File: src/rtl/fp_minmax_issue_pkg.sv
// rtl/fp_minmax_issue_pkg.sv - shared records and class-bit indices for the min/max issue stage
package fp_minmax_issue_pkg;

    localparam int FP_W    = 32;
    localparam int EXT_W   = 33;
    localparam int CLASS_W = 10;
    localparam int RM_W    = 3;

    localparam int CLS_NEG_INF  = 0;
    localparam int CLS_NEG_NORM = 1;
    localparam int CLS_NEG_SUB  = 2;
    localparam int CLS_NEG_ZERO = 3;
    localparam int CLS_POS_ZERO = 4;
    localparam int CLS_POS_SUB  = 5;
    localparam int CLS_POS_NORM = 6;
    localparam int CLS_POS_INF  = 7;
    localparam int CLS_SNAN     = 8;
    localparam int CLS_QNAN     = 9;

    typedef struct packed {
        logic [FP_W-1:0] data1;
        logic [FP_W-1:0] data2;
        logic [RM_W-1:0] rm;
    } fp_minmax_issue_in_type;

    // Field order matches the min/max unit's input record so it can be assigned whole.
    typedef struct packed {
        logic [FP_W-1:0]    data1;
        logic [FP_W-1:0]    data2;
        logic [EXT_W-1:0]   ext1;
        logic [EXT_W-1:0]   ext2;
        logic [CLASS_W-1:0] class1;
        logic [CLASS_W-1:0] class2;
        logic [RM_W-1:0]    rm;
    } fp_minmax_issue_out_type;

    localparam fp_minmax_issue_out_type OUT_RESET = '0;

endpackage

File: src/rtl/fp_minmax_issue_class.sv
// rtl/fp_minmax_issue_class.sv - combinational one-hot classifier and magnitude extender
module fp_class
    import fp_minmax_issue_pkg::*;
(
    input  logic [FP_W-1:0]    data_i,
    output logic [EXT_W-1:0]   ext_o,
    output logic [CLASS_W-1:0] class_o
);

    logic        sign;
    logic [7:0]  expo;
    logic [22:0] mant;
    logic        exp_max;
    logic        exp_zero;
    logic        mant_zero;

    assign sign      = data_i[31];
    assign expo      = data_i[30:23];
    assign mant      = data_i[22:0];
    assign exp_max   = (expo == 8'hFF);
    assign exp_zero  = (expo == 8'h00);
    assign mant_zero = (mant == 23'd0);

    // Zero-padded magnitude keeps unsigned ordering valid across subnormals.
    assign ext_o = {sign, 1'b0, expo, mant};

    always_comb begin
        class_o = '0;
        if (exp_max && !mant_zero) begin
            if (mant[22]) class_o[CLS_QNAN] = 1'b1;
            else          class_o[CLS_SNAN] = 1'b1;
        end else if (exp_max) begin
            if (sign) class_o[CLS_NEG_INF] = 1'b1;
            else      class_o[CLS_POS_INF] = 1'b1;
        end else if (exp_zero && mant_zero) begin
            if (sign) class_o[CLS_NEG_ZERO] = 1'b1;
            else      class_o[CLS_POS_ZERO] = 1'b1;
        end else if (exp_zero) begin
            if (sign) class_o[CLS_NEG_SUB] = 1'b1;
            else      class_o[CLS_POS_SUB] = 1'b1;
        end else begin
            if (sign) class_o[CLS_NEG_NORM] = 1'b1;
            else      class_o[CLS_POS_NORM] = 1'b1;
        end
    end

endmodule

File: src/rtl/fp_minmax_issue.sv
// rtl/fp_minmax_issue.sv - operand classification with a 2-entry skid buffer ahead of min/max
module fp_minmax_issue
    import fp_minmax_issue_pkg::*;
#(
    parameter int          DEPTH     = 2,
    parameter logic [31:0] NAN_CANON = 32'h7FC00000
) (
    input  logic               clock,
    input  logic               reset,
    input  logic               in_valid,
    output logic               in_ready,
    input  logic [FP_W-1:0]    in_data1,
    input  logic [FP_W-1:0]    in_data2,
    input  logic [RM_W-1:0]    in_rm,
    output logic               out_valid,
    input  logic               out_ready,
    output logic [FP_W-1:0]    out_data1,
    output logic [FP_W-1:0]    out_data2,
    output logic [EXT_W-1:0]   out_ext1,
    output logic [EXT_W-1:0]   out_ext2,
    output logic [CLASS_W-1:0] out_class1,
    output logic [CLASS_W-1:0] out_class2,
    output logic [RM_W-1:0]    out_rm
);

    localparam int HEAD  = 0;
    localparam int SPARE = 1;

    // The canonical NaN is consumed downstream; reduce it here so it stays visible in the hierarchy.
    logic unused_nan_canon;
    assign unused_nan_canon = ^NAN_CANON;

    fp_minmax_issue_in_type  in_rec;
    fp_minmax_issue_out_type new_rec;
    fp_minmax_issue_out_type head_q,  head_d;
    fp_minmax_issue_out_type spare_q, spare_d;
    logic [DEPTH-1:0]        vld_q,   vld_d;
    logic                    in_xfer;
    logic                    out_xfer;

    assign in_rec = '{data1: in_data1, data2: in_data2, rm: in_rm};

    fp_class u_class1 (
        .data_i  (in_rec.data1),
        .ext_o   (new_rec.ext1),
        .class_o (new_rec.class1)
    );

    fp_class u_class2 (
        .data_i  (in_rec.data2),
        .ext_o   (new_rec.ext2),
        .class_o (new_rec.class2)
    );

    assign new_rec.data1 = in_rec.data1;
    assign new_rec.data2 = in_rec.data2;
    assign new_rec.rm    = in_rec.rm;

    // Ready comes only from the spare flag so out_ready never reaches in_ready combinationally.
    assign in_ready = ~vld_q[SPARE];
    assign in_xfer  = in_valid & ~vld_q[SPARE];
    assign out_xfer = vld_q[HEAD] & out_ready;

    always_comb begin
        head_d  = head_q;
        spare_d = spare_q;
        vld_d   = vld_q;
        case ({in_xfer, out_xfer})
            2'b10: begin
                if (!vld_q[HEAD]) begin
                    head_d      = new_rec;
                    vld_d[HEAD] = 1'b1;
                end else begin
                    spare_d      = new_rec;
                    vld_d[SPARE] = 1'b1;
                end
            end
            2'b01: begin
                if (vld_q[SPARE]) begin
                    head_d       = spare_q;
                    spare_d      = OUT_RESET;
                    vld_d[SPARE] = 1'b0;
                end else begin
                    // Clearing the record keeps out_class at zero whenever out_valid is low.
                    head_d      = OUT_RESET;
                    vld_d[HEAD] = 1'b0;
                end
            end
            2'b11: begin
                head_d = new_rec;
            end
            default: begin
            end
        endcase
    end

    always_ff @(posedge clock) begin
        if (reset) begin
            head_q  <= OUT_RESET;
            spare_q <= OUT_RESET;
            vld_q   <= '0;
        end else begin
            head_q  <= head_d;
            spare_q <= spare_d;
            vld_q   <= vld_d;
        end
    end

    assign out_valid  = vld_q[HEAD];
    assign out_data1  = head_q.data1;
    assign out_data2  = head_q.data2;
    assign out_ext1   = head_q.ext1;
    assign out_ext2   = head_q.ext2;
    assign out_class1 = head_q.class1;
    assign out_class2 = head_q.class2;
    assign out_rm     = head_q.rm;

endmodule

File: config.mk
export PLATFORM = sky130hd
export DESIGN_NAME = fp_minmax_issue
export DESIGN_NICKNAME = d
export VERILOG_FILES = /design/src/rtl/fp_minmax_issue_pkg.sv /design/src/rtl/fp_minmax_issue_class.sv /design/src/rtl/fp_minmax_issue.sv
export SDC_FILE = /design/constraint.sdc
export NUM_CORES = 1
export LEC_CHECK = 0
export ABC_AREA = 1
export BUFFER_PORTS_ARGS = -buffer_cell sky130_fd_sc_hd__buf_2
export CAP_MARGIN = 20
export CORE_MARGIN = 2
export CORE_UTILIZATION = 57
export CTS_CLUSTER_DIAMETER = 100
export DETAILED_ROUTE_END_ITERATION = 10
export GPL_TIMING_DRIVEN = 0
export PLACE_DENSITY = 0.86
export RECOVER_POWER = 25
export REMOVE_ABC_BUFFERS = 1
export SKIP_LAST_GASP = 1
export SLEW_MARGIN = 0
export SYNTH_ARGS = -nofsm -noshare
export SYNTH_HDL_FRONTEND = slang
export SYNTH_HIERARCHICAL = 1
export SYNTH_SLANG_ARGS = --single-unit
File: constraint.sdc
create_clock -name clock -period 1.8 [get_ports clock]
set_clock_uncertainty 0.1 [all_clocks]
set_input_delay 0.09 -clock clock [delete_from_list [all_inputs] [get_ports clock]]
set_output_delay 0.09 -clock clock [all_outputs]
set_load 0.02 [all_outputs]
### Word level (Yosys, flattened, before mapping)

Index checks and enable logic that the tools add are counted.
W data, S select, Z words.

| cells by class | value |
|---|---|
| equality and inequality tests | 9 |
| multiplexer cells | 41 |
| bitwise logic cells | 3 |
| reduce and logical (&&, ||, !) cells | 16 |

Operators by type and width:

| cell | number |
|---|---|
| $mux W153 | 4 |
| $pmux W153 S3 | 1 |
| $pmux W153 S2 | 1 |
| $logic_not A23 Y1 | 2 |
| $mux W1 | 22 |
| $eq A8 B8 Y1 const B | 2 |
| $logic_not A8 Y1 | 2 |
| $mux W2 | 8 |
| $mux W8 | 2 |
| $mux W6 | 2 |
| $ne A2 B2 Y1 const B | 4 |
| $reduce_and A2 Y1 | 3 |
| $eq A2 B2 Y1 const B | 2 |
| $logic_and A1 B1 Y1 | 4 |
| $pmux W2 S2 | 1 |
| $reduce_and A3 Y1 | 1 |
| $reduce_bool A3 Y1 | 1 |
| $and A1 B1 Y1 | 2 |
| $eq A2 B1 Y1 const B | 1 |
| $logic_not A1 Y1 | 2 |
| $reduce_bool A2 Y1 | 1 |
| $not A1 Y1 | 1 |

| storage, ports and cells | value |
|---|---|
| bits in registers | 308 |
| bits of input ports | 71 |
| output and inout bits | 155 |
| logic and storage cells | 85 |

### Logic depth before layout (Yosys ltp)

Gate-level depths: netlist of run 1.

| logic depth | value |
|---|---|
| word-level depth | 7 |
| gate-level depth with buffers | 11 |

### Hierarchy

The synthesis of run 1 kept the hierarchy.

Modules (own cells, without submodules):

| module | times used | cells each | area each (sq um) | seq. area each (sq um) |
|---|---|---|---|---|
| fp_minmax_issue | 1 | 2108 | 13606.8 | 6165.9 |
| fp_class | 2 | 86 | 465.4 | 0.0 |

### Worst setup path before layout of run 1

No wires, ideal clock.

| timing | value |
|---|---|
| kind | register -> register |
| start | reg vld_q[0] |
| end | reg head_q, in the netlist out_data1[0] |
| arrival time | 1294 ps |
| slack | 289 ps |
| cell stages (with the launch flop) | 8 |
| path through | dfxtp_1 > nand2_1 > nand2_2 > inv_2 > buf_4 > buf_2 > nor2_1 > nor2_1 |

| on the way | value |
|---|---|
| longest elaborated chain between the ends | 4 |
| elaborated cells on any way between the ends | 8 |

Ends and longest elaborated chain:

| item | line | source |
|---|---|---|
| start, declared | fp_minmax_issue.sv:37 | `logic [DEPTH-1:0] vld_q, vld_d;` |
| start signal, assigned | fp_minmax_issue.sv:105 | `vld_q <= vld_d;` |
| $and A1 B1 Y1 | fp_minmax_issue.sv:62 | `assign out_xfer = vld_q[HEAD] & out_ready;` |
| $eq A2 B2 Y1 / $eq A2 B1 Y1 (equally long branches) | fp_minmax_issue.sv:68 | `case ({in_xfer, out_xfer})` |
| $ne A2 B2 Y1 (no line) / $reduce_bool A3 Y1 (equally long branches) | n/a |  |
| $reduce_and A2 Y1 (no line) | n/a |  |
| end signal, assigned | fp_minmax_issue.sv:99 | `head_q <= OUT_RESET;` |
| end signal, assigned | fp_minmax_issue.sv:103 | `head_q <= head_d;` |
| end, declared | fp_minmax_issue.sv:35 | `fp_minmax_issue_out_type head_q, head_d;` |

Several ways; a longest one is shown, not always the timed one.
A chain may end at the register's enable or synchronous reset.

### Final worst setup path of run 1

| timing | value |
|---|---|
| start | reg vld_q[1] |
| end | reg head_q, in the netlist out_ext2[14] |

| on the way | value |
|---|---|
| longest elaborated chain between the ends | 5 |
| elaborated cells on any way between the ends | 10 |

Ends and longest elaborated chain:

| item | line | source |
|---|---|---|
| $not A1 Y1 | fp_minmax_issue.sv:61 | `assign in_xfer = in_valid & ~vld_q[SPARE];` |
| $and A1 B1 Y1 | fp_minmax_issue.sv:61 |  |
| $eq A2 B2 Y1 / $eq A2 B1 Y1 (equally long branches) | fp_minmax_issue.sv:68 |  |
| $ne A2 B2 Y1 (no line) / $reduce_bool A3 Y1 (equally long branches) | n/a |  |
| $reduce_and A2 Y1 (no line) | n/a |  |

Several ways; a longest one is shown, not always the timed one.

==> reports/qor.yml, run 1 <==
status: "completed"
drt-vias-per-instance: 5.588
synth_top_area_share_pct: 42.41
die_width_um: 163.7
hold_viol: 0
grt_max_degree: 139
area_growth_pct: 21.10
syn_avg_cell_area_um2: 6.376
critPathArrivalTime_ns: 2.14
finalSetupViolCount: 0
clk_path_buf_depth: 3
yosys_warnings: 6
slew_violations: 0
synth-adder-area-share_pct: 0
worst_r2r_path_depth: 8
maxCapViolCount: 0
cts_tree: "yes"
powerDensity_nw_per_um2: 1038
routedWlPerCell_um: 17.61
drt_iter0_markers: 1892
first_global_vias: 14560
mostFrequentLayoutCells: "nand2_1, nor2_1, dfxtp_1"
clkLatencyLatePin_ns: 0.51
yosys.area.top_type: "dfxtp_1"
gp_congestion: 0.7865
drive_above_1_share_pct: 9.638
antenna_cells: 0
grt_usage_pct: 34.61
min_from: "reset"
dpl.hpwl_um: 21160
coreArea_um2: 25110
nets: 2506
boundaryPins: 226
drtAntennaViolNets: 0
min_path_type: "primary input to flip-flop"
h-tree-depth: 2
power.total_mw: 18.27
cp_data_required_time_ns: 2.14
antenna_found_initial: 1
route.detailed.drc: 0
fillers: 2045
final_common_cell: "nand2_1"
postLayoutCoreUtil_pct: 70.12
first_pass_iters: 6
row_count: 58
leakage_nw: 8.301
rsz0062_at_grt: "true"
wirelength_um: 49100
vias: 15590
grt_pass1_wl_um: 73950
synth-xor-area-share_pct: 0
timing.final.crit_period_ns: 1.798
synthMuxAreaShare_pct: 0
timing.slew.headroom_pct: 56.67
ir_worst_vdd_mv: 0.9044
worstHoldEndpoint: "spare_q[135]"
r2r_end: "out_ext2[14]"
rr_startpoint: "vld_q[1]"
ff2ff_setup_slack_ns: 0.002
die_h_um: 163.7
ys_types: 20
design.die.area_um2: 26800
synth_area_leaders: "dfxtp_1, nand2_1, nor2_1"
grt_overflow: 0
syn-cell-area_um2: 14540
timing.final.crit_share_pct: 99.92
synth_seq_cells: 308
fmax_mhz: 556.0
cts-buffers-inserted: 34
numPortBuffers: 225
syn_inst: 2280
worstPathMaxFanout: 49
yosys.area_share.simple_pct: 37.51
end_kind: "flip-flop"
synth_compound_area_share_pct: 8.538
yosysSeqAreaShare_pct: 42.41
final_cell_area_um2: 17610
min_path_cells: 4
cts_sinks: 308
worstMarginPinSlew_ns: 0.6484
synth_top_family_by_area: "simple AND/OR/NAND/NOR gates"
worst-setup-path-type: "flip-flop to flip-flop"
ctsRootBufferMaster: "clkbuf_16"
clk_pin_slew_ns: 0.06
initial_utilization_pct: 57.90
startpoint_type: "flip-flop"
placed_cell_area_um2: 15140
-- stage by stage --
stage / std cells / hold slack [ns] / setup slack (ns) / setup TNS (ns)
2_1_floorplan: 2056 / 0.05907 / -5.037 / -1418.41
3_3_place_gp: 2611 / 0.1820 / -8.168 / -2430.97
3_5_place_dp: 2622 / 0.2277 / -1.711 / -379.81
4_1_cts: 2782 / 0.01684 / -0.04237 / -0.5474
5_1_grt: 2789 / 0.05171 / -0.03647 / -0.05854
6_report: 2789 / 0.03509 / 0.001527 / 0
-- logic make-up (layout without fill, tap and decap cells) --
| kind of cell | count (synthesis) | in the layout |
|---|---|---|
| and+or+nand+nor | 1389 | 1398 |
| buffers and inverters | 333 | 503 |
| AOI/OAI and AO/OA | 248 | 248 |
| DFF | 308 | 308 |
| other | 2 | 2 |
-- worst max-delay path by stage --
stage | to | slack [ns] | from | cells after the start
2_1_floorplan | spare_q[0] | -5.04 | vld_q[1] | 7
3_3_place_gp | out_ext1[25] | -8.17 | vld_q[1] | 6
3_5_place_dp | out_ext1[28] | -1.71 | vld_q[1] | 8
4_1_cts | spare_q[63] | -0.04 | vld_q[1] | 8
5_1_grt | out_ext2[14] | -0.04 | vld_q[1] | 8
6_report | out_ext2[14] | 0.002 | vld_q[1] | 8
-- power breakdown --
group	total (mW)	internal, mW	switching, mW	leakage (nW)
Sequential	7.71	7.40	0.314	2.54
Combinational	3.48	1.12	2.36	5.21
Clock	7.07	4.28	2.79	0.555
Total	18.3	12.8	5.47	8.30
-- registers in the layout (all words and copies together), names as in the netlist, 3 cells and up --
register    count
out_data1      32
out_class2     10
out_class1     10
spare_q       153
out_ext2       33
out_rm          3
out_ext1       33
out_data2      32
-- area by class of cell --
| type | instances | area [um2] | share of cell area (%) |
|---|---|---|---|
| multi-input cells | 1648 | 6952 | 39.49 |
| flip-flops and latches | 308 | 6173 | 35.07 |
| repair buffers | 332 | 2467 | 14.01 |
| clock buffers | 53 | 1046 | 5.941 |
| inverters | 109 | 449.2 | 2.551 |
| well taps | 330 | 412.9 | 2.345 |
| clock inverters | 7 | 87.58 | 0.4975 |
| repair inverters | 2 | 17.52 | 0.09950 |
-- metal layers --
layer | wire length, um | share of wire (%) | vias up | global-route usage (%)
met3 | 5143 | 10 | 222 | 7.475
li1 | - | - | 7325 | -
met5 | 14 | 0.029 | - | 0
met4 | 2620 | 5.3 | 2 | 19.46
met1 | 18600 | 38 | 7042 | 41.37
met2 | 22720 | 46 | 994 | 57.81
-- critical path, cell delays in order, from the launching register on --
cell,delay [ns]
dfxtp_4,0.35
inv_4,0.13
nand2_8,0.12
buf_12,0.16
nand2_4,0.44
nand2_1,0.15
nand2_1,0.11
nor2_1,0.04
nor2_1,0.09
-- cell usage after synthesis --
library cell,number
nor2_1,569
inv_1,101
nand3_2,2
buf_2,84
conb_1,2
nor2_2,5
buf_6,1
dfxtp_1,308
inv_2,3
clkbuf_1,51
buf_4,82
a21oi_1,95
nor3_1,5
nand2_2,2
nand2_1,648
nand4_1,4
buf_1,6
nand3_1,154
o21ai_0,153
clkinv_1,5
-- timing repair --
| item | 4_1_cts | 5_1_grt |
|---|---|---|
| endpoints found under the hold margin | 275 | 0 |
| setup endpoints to repair | 307 | 163 |
| setup buffers | 10 | 4 |
| gates cloned | 19 | 4 |
| pin swaps | 5 | 2 |
| resized for setup | 30 | 14 |
| hold buffers | 71 | 0 |
No activity file was read; power rests on OpenSTA's default activity.
==> inputs of run 2 (changes only) <==
- ABC_AREA: 1 -> not set
- PLACE_DENSITY: 0.86 -> 0.87
==> reports/qor.yml, run 2 <==
final_common_cell: "dfxtp_1"
leakage_nw: 6.386  # -23%
grt_pass1_wl_um: 59590  # -19%
violations: "negative hold slack, negative setup slack"
syn_inst: 1349  # -41%
area_growth_pct: 26.53
rsz0062_at_grt: "true"
end_kind: "flip-flop"
finalSetupViolCount: 2  # +2
numPortBuffers: 225  # unchanged
die_width_um: 152.4  # -6.9%
cts_sinks: 308  # unchanged
crit_path_cell_trace: "buf_4 > nand3_4 > buf_12 > o311a_4 > buf_16 > a32o_1"
synth_top_area_share_pct: 49.10  # +6.7 points
worstPathMaxFanout: 63  # +29%
gp_congestion: 0.7728  # -1.7%
dpl.hpwl_um: 19410  # -8.3%
antenna_found_initial: 1  # unchanged
first_pass_iters: 6  # unchanged
critPathSlowestCell: "dfxtp_4"
coreArea_um2: 21760  # -13%
critPathLaunch: "vld_q[0]"
yosys_warnings: 6  # unchanged
die_h_um: 152.4  # -6.9%
drtAntennaViolNets: 0  # unchanged
synthTopCellsByCount: "dfxtp_1, nand2_1, inv_1"
grt_max_degree: 156  # +12%
row_count: 54  # -6.9%
timing.slew.headroom_pct: 26.48  # -30 points
h-tree-depth: 1  # -1
drt_iter0_markers: 1115  # -41%
powerDensity_nw_per_um2: 1055  # +1.7%
fin_ws_ns: -0.007484  # -0.009011 ns
synth_area_leaders: "dfxtp_1, a32o_1, a221oi_1"
hold_ws_ns: -0.04206  # -0.07715 ns
hold_viol: 6  # +6
vias: 11910  # -24%
min_path_type: "primary input to flip-flop"
worst-setup-path-type: "flip-flop to flip-flop"
clk_pin_slew_ns: 0.06  # about the same
grt_overflow: 0  # unchanged
rr_startpoint: "vld_q[0]"
worst_r2r_path_depth: 6  # -2
boundaryPins: 226  # unchanged
ff2ff_setup_slack_ns: -0.007  # about the same
power.total_mw: 16.77  # -8.2%
ys_async_sr_fraction_pct: 0  # unchanged
clkLatencyLatePin_ns: 0.56  # +0.05 ns
syn-cell-area_um2: 12560  # -14%
status: "finished, violations left"
registers.top_by_ff_count: "spare_q"
synth_edf_count: 0  # unchanged
routedWlPerCell_um: 21.40  # +22%
mostFrequentLayoutCells: "dfxtp_1, buf_2, nand2_1"
wirelength_um: 39420  # -20%
dp.cells: 1676  # -36%
syn_avg_cell_area_um2: 9.309  # +46%
min_from: "in_data1[24]"
critPathArrivalTime_ns: 2.20  # +0.06 ns
grt_usage_pct: 30.48  # -4.1 points
route.detailed.drc: 0  # unchanged
first_global_vias: 11320  # -22%
preCtsSetupSlack_ns: -0.9135  # +0.7971 ns
synth_seq_cells: 308  # unchanged
fmax_mhz: 553.3  # -0.50%
slew_violations: 0  # unchanged
timing.final.crit_share_pct: 100.4  # +0.50 points
largest_reg_flops: 153  # unchanged
cp_data_required_time_ns: 2.19  # +0.05 ns
min_path_cells: 6  # +2
worstMarginPinSlew_ns: 1.103  # +0.4545 ns
drive_above_1_share_pct: 23.00  # +13 points
maxCapViolCount: 0  # unchanged
synth.most_common_cell: "dfxtp_1"
initial_utilization_pct: 57.72  # -0.17 points
ys.flop_type: "dfxtp_1"
nets: 1607  # -36%
ir_worst_vdd_mv: 0.8037  # -11%
clk_path_buf_depth: 3  # unchanged
yosysSeqAreaShare_pct: 49.10  # +6.7 points
r2r_end: "spare_q[113]"
cpPeakStageDelay_ns: 0.37  # -0.07 ns
fin_cells: 1842  # -34%
yosys.area.top_type: "dfxtp_1"
cts_tree: "yes"
critical_path.top_delay_family: "buffers and inverters"
worstHoldEndpoint: "out_class1[5]"
drt-vias-per-instance: 6.464  # +16%
startpoint_type: "flip-flop"
timing.final.crit_period_ns: 1.807  # +0.009011 ns
cts-buffers-inserted: 31  # -8.8%
design.die.area_um2: 23230  # -13%
path_depth: 6  # -2
ys_types: 28  # +40%
ctsRootBufferMaster: "clkbuf_16"
crit_buf_inv: 3  # +1
## run 2: area by class of cell
| cell class | instances | area, um2 |
|---|---|---|
| clock inverters | 9 | 102.6 |
| diodes | 1 | 2.502 |
| fillers | 1489 | 5866 |
| clock buffers | 49 | 923.4 |
| repair buffers | 352 | 2759 |
| multi-input cells | 685 | 4981 |
| well taps | 280 | 350.3 |
| flip-flops and latches | 308 | 6173 |
| inverters | 158 | 598.1 |
## run 2: how the worst max path moves through the flow
| stage | endpoint | slack [ns] |
|---|---|---|
| 6_report | spare_q[113] | -0.007 |
| 5_1_grt | spare_q[1] | -0.04 |
| 4_1_cts | out_class1[3] | -0.02 |
| 3_5_place_dp | out_data2[16] | -0.91 |
| 3_3_place_gp | out_data1[0] | -12.92 |
| 2_1_floorplan | out_data1[0] | -5.33 |
## run 2: what timing repair did
item | CTS | global route
gates cloned | 5 | 4
setup endpoints to repair | 295 | 239
setup buffers | 10 | 2
pin swaps | 4 | 3
hold buffers | 81 | 5
gates resized for setup | 6 | 31
endpoints found under the hold margin | 290 | 3
## run 2: cell families after synthesis
kind of cell	count (synthesis)	share of synthesized area, %
compound gates	472	29.62
buf+inv	359	13.08
flops	308	49.10
other cells	2	0.05980
simple gates	208	8.140
## run 2: worst min-delay path: stages
cell and delay, ns:
buf_2 0.11, nor4_2 0.06, nand3_1 0.11, a21oi_1 0.06
nand2_1 0.06, a221oi_1 0.06
## run 2: metal layers
metal,GRT usage (%),wire length (um),vias to the layer above,share of wire (%)
met4,13.54,1756,0,4.5
li1,-,-,5299,-
met3,7.423,3728,145,9.5
met2,50.82,19080,695,48
met1,37.63,14850,5767,38
met5,0,0,-,0
## run 2: per-stage QoR
| stage | utilization (%) | instance area [um2] | TNS [ns] |
|---|---|---|---|
| finish | 73.04 | 15890 | -0.01100 |
| global route | 73.04 | 15890 | -0.4374 |
| CTS | 71.43 | 15540 | -0.02032 |
| detailed placement | 61.99 | 13490 | -199.14 |
| global placement | 59.68 | 12990 | -3083.82 |
| floorplan | - | 11510 | -1384.63 |
## run 2: report_power, final
group | leakage, nW | internal, mW | switching (mW)
registers | 2.52 | 7.25 | 0.241
clock network | 0.508 | 3.79 | 2.69
logic | 3.36 | 1.04 | 1.77
